[src/rtl/vga_grid_scanner.sv]
// vga_grid_scanner: VGA raster timing with play-field cell mapping; VGA_SYNC_DELAY_EN delays hsync/vsync/blank_n by one tick
module vga_grid_scanner #(
    parameter int H_ACTIVE   = 640,
    parameter int H_FP       = 16,
    parameter int H_SYNC     = 96,
    parameter int H_BP       = 48,
    parameter int V_ACTIVE   = 480,
    parameter int V_FP       = 10,
    parameter int V_SYNC     = 2,
    parameter int V_BP       = 33,
    parameter int CELL_PX    = 10,
    parameter int GAME_CELLS = 48,
    parameter int GAME_X0    = 80,
    parameter int GAME_Y0    = 0
) (
    input  logic       i_clk,
    input  logic       i_rst_n,
    input  logic       i_en,
    output logic       o_hsync,
    output logic       o_vsync,
    output logic       o_blank_n,
    output logic       o_game_valid,
    output logic [5:0] o_game_x,
    output logic [5:0] o_game_y,
    output logic [3:0] o_grid_x,
    output logic [3:0] o_grid_y,
    output logic       o_line_start,
    output logic       o_frame_start
);
    localparam logic [9:0] H_LAST    = 10'(H_ACTIVE + H_FP + H_SYNC + H_BP - 1);
    localparam logic [9:0] V_LAST    = 10'(V_ACTIVE + V_FP + V_SYNC + V_BP - 1);
    localparam int         GAME_PX   = GAME_CELLS * CELL_PX;
    localparam logic [3:0] CELL_LAST = 4'(CELL_PX - 1);

    // wrap-around subtraction makes one compare cover both ends of the range
    function automatic logic in_rng(input logic [9:0] x, input int lo, input int len);
        return (x - 10'(lo)) < 10'(len);
    endfunction

    logic [9:0] h_cnt, v_cnt, h_nxt, v_nxt;
    logic [5:0] game_x, game_y, game_x_nxt, game_y_nxt;
    logic [3:0] grid_x, grid_y, grid_x_nxt, grid_y_nxt;
    logic       started, h_wrap, hx_in, vy_in, hs_c, vs_c, bl_c;

    // next raster position and cell counters; a counter steps only when both current and next position are in the field
    always_comb begin
        h_wrap     = h_cnt == H_LAST;
        h_nxt      = h_wrap ? '0 : h_cnt + 10'd1;
        v_nxt      = h_wrap ? (v_cnt == V_LAST ? '0 : v_cnt + 10'd1) : v_cnt;
        hx_in      = in_rng(h_cnt, GAME_X0, GAME_PX) && in_rng(h_nxt, GAME_X0, GAME_PX);
        vy_in      = in_rng(v_cnt, GAME_Y0, GAME_PX) && in_rng(v_nxt, GAME_Y0, GAME_PX);
        grid_x_nxt = (!hx_in || grid_x == CELL_LAST) ? '0 : grid_x + 4'd1;
        game_x_nxt = !hx_in ? '0 : game_x + 6'(grid_x == CELL_LAST);
        grid_y_nxt = (!vy_in || grid_y == CELL_LAST) ? '0 : grid_y + 4'd1;
        game_y_nxt = !vy_in ? '0 : game_y + 6'(grid_y == CELL_LAST);
        hs_c       = !in_rng(h_cnt, H_ACTIVE + H_FP, H_SYNC);
        vs_c       = !in_rng(v_cnt, V_ACTIVE + V_FP, V_SYNC);
        bl_c       = h_cnt < 10'(H_ACTIVE) && v_cnt < 10'(V_ACTIVE);
    end

    // raster and cell state; vertical cell counters step on the line wrap only
    always_ff @(posedge i_clk or negedge i_rst_n) begin
        if (!i_rst_n) begin
            h_cnt   <= '0;
            v_cnt   <= '0;
            game_x  <= '0;
            grid_x  <= '0;
            game_y  <= '0;
            grid_y  <= '0;
            started <= 1'b0;
        end else if (i_en) begin
            h_cnt  <= h_nxt;
            v_cnt  <= v_nxt;
            game_x <= game_x_nxt;
            grid_x <= grid_x_nxt;
            if (h_wrap) begin
                game_y  <= game_y_nxt;
                grid_y  <= grid_y_nxt;
                started <= 1'b1;
            end
        end
    end

    assign o_game_valid  = in_rng(h_cnt, GAME_X0, GAME_PX) && in_rng(v_cnt, GAME_Y0, GAME_PX);
    assign o_game_x      = o_game_valid ? game_x : '0;
    assign o_game_y      = o_game_valid ? game_y : '0;
    assign o_grid_x      = grid_x;
    assign o_grid_y      = grid_y;
    assign o_line_start  = started && h_cnt == '0;
    assign o_frame_start = o_line_start && v_cnt == '0;

`ifdef VGA_SYNC_DELAY_EN
    logic hs_d, vs_d, bl_d;

    // one-tick delay on syncs and blanking to line up with a registered colour stage
    always_ff @(posedge i_clk or negedge i_rst_n) begin
        if (!i_rst_n) begin
            hs_d <= 1'b1;
            vs_d <= 1'b1;
            bl_d <= 1'b1;
        end else if (i_en) begin
            hs_d <= hs_c;
            vs_d <= vs_c;
            bl_d <= bl_c;
        end
    end

    assign o_hsync   = hs_d;
    assign o_vsync   = vs_d;
    assign o_blank_n = bl_d;
`else
    assign o_hsync   = hs_c;
    assign o_vsync   = vs_c;
    assign o_blank_n = bl_c;
`endif
endmodule

[config.mk]
export PLATFORM = sky130hd
export DESIGN_NAME = vga_grid_scanner
export DESIGN_NICKNAME = d
export VERILOG_FILES = /design/src/rtl/vga_grid_scanner.sv
export SDC_FILE = /design/constraint.sdc
export NUM_CORES = 1
export LEC_CHECK = 0
export ABC_AREA = 1
export CAP_MARGIN = 20
export CORE_UTILIZATION = 61
export DETAILED_ROUTE_END_ITERATION = 10
export GPL_TIMING_DRIVEN = 0
export PLACE_DENSITY = 0.95
export REMOVE_ABC_BUFFERS = 1
export SLEW_MARGIN = 10
export SYNTH_ARGS = -nofsm -noshare
export SYNTH_HDL_FRONTEND = slang
export SYNTH_SLANG_ARGS = --single-unit
export TNS_END_PERCENT = 100
[constraint.sdc]
create_clock -name i_clk -period 5.25 [get_ports i_clk]
set_input_delay 0.7875 -clock i_clk [delete_from_list [all_inputs] [get_ports i_clk]]
set_output_delay 0.7875 -clock i_clk [all_outputs]
set_load 0.01 [all_outputs]
# Yosys cells after proc, flatten, opt, wreduce, memory -nomap -nowiden
# Cells that the tools add are included.
# totals
regBits	41
latchBits	0
mem_bits_rw	0
rom_bits	0
inputBits	3
output_inout_bits	26
wordCells	52
mem_count	0
# op_classes
n_addsub	10
multipliers	0
n_div	0
order_cmp	7
eq_ne	4
n_shift	0
mux	9
n_bitwise	0
n_reduce_logical	15
# op_table
op	n
< comparator 10 x 9 -> 1 bit, second input constant	4
two-way mux 10 bit	3
two-way mux 6 bit	4
adder 10 x 1 -> 10 bit, second input constant	2
equality test 10 bit, second input constant	2
logical NOT 10 bit	2
subtractor 10 x 7 -> 10 bit, second input constant	2
adder 6 x 1 -> 6 bit	2
< comparator 10 bit, second input constant	1
< comparator 10 x 2 -> 1 bit, second input constant	1
< comparator 10 x 7 -> 1 bit, second input constant	1
subtractor 10 bit, second input constant	1
subtractor 10 x 9 -> 10 bit, second input constant	1
adder 4 x 1 -> 4 bit, second input constant	2
equality test 4 bit, second input constant	2
two-way mux 4 bit	2
logical AND 1 bit	6
logical NOT 1 bit	4
logical OR 1 bit	2
AND reduction 2 bit	1

# Depth between registers and ports, before layout
# depth
ltp_word	8
depth_mapped	13
depth_no_buf	13

# Least setup slack after synthesis
# Ideal clock, no wire load.
# synth_path
path_type	register to output
start	register h_cnt[4]
end	output o_game_x[1]
arrival_time_ns	1.663
required_time_ns	4.463
slack_ns	2.800
path_stages_with_launch	11
path_buffers	1
cell_sequence	dfrtp_1 inv_1 ha_1 nor2_1 o21ai_0 nand3_1 nor2_1 nor2_1 nand2_1 buf_2 nor2_1
# synth_via
elab_chain_len	4
# synth_rtl
element	line	source
start, declared	40	logic [9:0] h_cnt, v_cnt, h_nxt, v_nxt;
start signal, assigned	72	h_cnt <= h_nxt;
subtractor 10 x 7 -> 10 bit	37	return (x - 10'(lo)) < 10'(len);
< comparator 10 x 9 -> 1 bit	37	
logical AND 1 bit	84	assign o_game_valid = in_rng(h_cnt, GAME_X0, GAME_PX) && in_rng(v_cnt, GAME_Y0, GAME_PX);
two-way mux 6 bit	85	assign o_game_x = o_game_valid ? game_x : '0;
end, declared	23	output logic [5:0] o_game_x,
# Every way passes these cells.

# Final worst setup path
# layout_path
start	register h_cnt[4]
end	output o_game_y[2]
# layout_via
elab_chain_len	4
# layout_rtl
element	line	source
subtractor 10 x 7 -> 10 bit	37	
< comparator 10 x 9 -> 1 bit	37	
logical AND 1 bit	84	
two-way mux 6 bit	86	assign o_game_y = o_game_valid ? game_y : '0;
end, declared	24	output logic [5:0] o_game_y,
# Every way passes these cells.

==> metrics.md <==
| Metric | Value |
|---|---|
| Fmax | 0.266 GHz |
| Routed WL | 5.77 mm |
| Asr flop ratio synth | 100% |
| CTS clk-pin slew, worst paths | 0.08 ns |
| CP max stage cell | clkdlybuf4s50_1 |
| Number of synthesized register bits | 41 |
| Number of global-route vias before repair | 2240 |
| Overall Global Routing Usage | 25.1% |
| Cell family with most CP delay | simple AND/OR/NAND/NOR gates |
| Final count of pins violating max slew | 0 |
| P per Cell Area | 314 nW/um2 |
| IO Pins | 29 |
| Netlist Area Pre-Place | 2790 um2 |
| Vias/cell | 5.46 |
| # resized after CTS | 0 |
| WL/cell | 13.0 um |
| Hold_buf cts | 0 |
| Die height | 69.6 um |
| Synth Flop Type | dfrtp_1 |
| Post-synth top area share | 36.8% |
| DP Wirelength | 4.37 mm |
| Synth warn | 0 |
| Final hold vios | 0 |
| Fin Setup TNS | 0 ns |
| Drt first pass iters | 5 |
| Pin count of the biggest net entering global routing | 33 |
| Root Buffer | clkbuf_8 |
| EDFF count, synth | 0 |
| # DRC | 0 |
| Unrepaired setup endpoints after global routing | no |
| First-pass GRT wire length | 9.75 mm |
| CP required | 4.46 ns |
| Startpoint Class | register |
| CTS max path bufs | 2 |
| Slowest stage delay, CP | 0.56 ns |
| Final net count | 412 |
| Post-DRT Antenna Nets | 0 |
| Crit path launch | h_cnt[4] |
| Die Wd | 69.6 um |
| Top cell by count, worst path | nor2_1 |
| Synth area leaders | dfrtp_1 (37%), nand2_1 (9.0%), ha_1 (8.5%) |
| Port Buffers | 28 |
| Critical path data arrival time | 2.98 ns |
| Sequential element share of the synthesized area | 36.8% |
| Buffers and inverters on the worst path | 2 |
| R2R setup slack | 2.91 ns |
| Clock sinks | 41 |
| Clock skew | 0.00361 ns |
| Max_cap viols | 0 |
| Layout area overhead | 13.9% |
| CTS Buf Count | 5 |
| Via count | 2418 |
| Setup Fix Bufs, Post-CTS | 0 |
| Area post-placement | 3090 um2 |
| Worst Setup End Kind | output pin |
| DR iter-0 viols | 135 |
| Ant. Diodes | 0 |
| Maximum fanout along the worst path | 13 |
| Initial Util | 63.6% |
| Clk Latency, worst-skew pair | 0.29 ns |
| Worst VDD drop | 0.000181 V |
| Share of layout cells above drive strength 1 | 8.70% |
| Mapped Avg Cell Area | 7.68 um2 |
| Period utilisation layout | 71.7% |
| Placer Congestion | 0.886 |
| Critical path cell sequence | inv_1, ha_1, nor2_1, o21ai_0, nand3_1, nor2_1, nor2_1, nand2_1, nor2_1, clkdlybuf4s50_1 |
| Synth area leader | dfrtp_1 |
| Die ar. | 4840 um2 |
| Critical path class | reg2out |
| H-tree depth | 2 |
| Slew margin rel. | 36.6% |
| Setup violators final | 0 |
| Synth Instances | 363 |
| Worst Hold Class | in2async |
| Final instance area | 3170 um2 |
| Worst Tran Pin Value | 0.948 ns |
| Row count | 24 |
| Static Leak | 1.43 nW |
| CTS tree | yes |
| Min Clock Period, post-route | 3.76 ns |
| Antenna violations before repair | 0 |
| GRT Residual Overflow | 0 |
| Status | finished clean |
| Power, Total | 0.996 mW |
| Cell variety after synth | 37 |
| FF-to-FF Start | h_cnt[5] |
| CORE AREA | 4380 um2 |
## placed cells by master, fill, tap and decap left out, types with 2 or more instances in the layout
master / count
clkdlybuf4s50_1: 27
o2111ai_1: 2
nor3b_1: 4
nand4_1: 4
nand3_2: 5
a21oi_2: 2
clkbuf_8: 5
xor2_1: 17
nand2_2: 3
nor3_1: 9
nor2_1: 41
dfrtp_1: 41
inv_1: 49
nand2_1: 67
o21ai_0: 22
inv_2: 5
ha_1: 19
or2_2: 3
a21oi_1: 13
o21ai_1: 3
o22ai_1: 4
nand3_1: 22
clkbuf_1: 3
xnor2_1: 2
nor2_2: 2
nor2_4: 4
## sequential cells by signal, indices dropped and copies added (netlist names)
name,cells
game_y,6
o_grid_y,4
v_cnt,10
h_cnt,10
game_x,6
started,1
o_grid_x,4
## power breakdown
| group | switching (mW) | internal [mW] |
|---|---|---|
| Combinational | 0.231 | 0.147 |
| Sequential | 0.0614 | 0.355 |
| Clock | 0.106 | 0.0945 |
## per-layer routing
metal  track usage, %  wire [um]  vias to the layer above  share of wire [%]
met1             30.5       2540                     1127                 44
li1                 -          -                     1214                  -
met2             43.5       2850                       60                 49
met3             5.67        256                       17                4.4
met5                0          0                        -                  0
met4             9.07        122                        0                2.1
## Yosys cell counts, types with 3 or more instances
| master | number |
|---|---|
| o21ai_1 | 3 |
| ha_1 | 19 |
| dfrtp_1 | 41 |
| or2_2 | 3 |
| clkbuf_1 | 4 |
| nor3_1 | 9 |
| o22ai_1 | 4 |
| nor2_4 | 4 |
| inv_2 | 5 |
| buf_2 | 3 |
| inv_1 | 49 |
| o21ai_0 | 22 |
| a21oi_1 | 13 |
| xor2_1 | 17 |
| nand3_2 | 5 |
| nand3_1 | 22 |
| nor3b_1 | 4 |
| nor2_1 | 41 |
| nand2_1 | 67 |
| nand2_2 | 3 |
| nand4_1 | 4 |
## final timing paths
kind,cells after the start,to
max,10,o_game_y[2]
min,1,h_cnt[5]
max reg2reg,12,game_y[5]
min reg2reg,1,started
max in group asynchronous,2,v_cnt[0]
min in group i_clk,1,started
## final cells by class
cell class	count	area, um2
clock buffer	8	80.1
fill	331	1210
inverter	56	213
multi-input combinational	257	1500
sequential	41	1030
tap	52	65.1
timing repair buffer	29	295
## metrics by stage
stage | utilization, % | setup WS (ns) | hold WS, ns | std cells
CTS | 72.4 | 1.54 | 0.354 | 443
detailed placement | 70.6 | 1.27 | 0.467 | 435
global placement | 70.2 | 1.38 | 0.455 | 434
global route | 72.4 | 1.25 | 0.354 | 443
floorplan | - | 2.81 | 0.440 | 354
finish | 72.4 | 1.49 | 0.357 | 443
## kinds of logic (layout without fill, tap and decap cells)
| kind of cell | after synthesis | after routing | share of synthesized area, % |
|---|---|---|---|
| AO/OA/AOI/OAI | 48 | 48 | 9.56 |
| XOR/XNOR | 19 | 19 | 5.97 |
| adder cells (fa/ha/maj) | 19 | 19 | 8.53 |
| buffers and inverters | 65 | 93 | 9.52 |
| flip-flops | 41 | 41 | 36.8 |
| AND/OR/NAND/NOR | 171 | 171 | 29.6 |
Note: power is estimated with default switching activity, not from simulation.
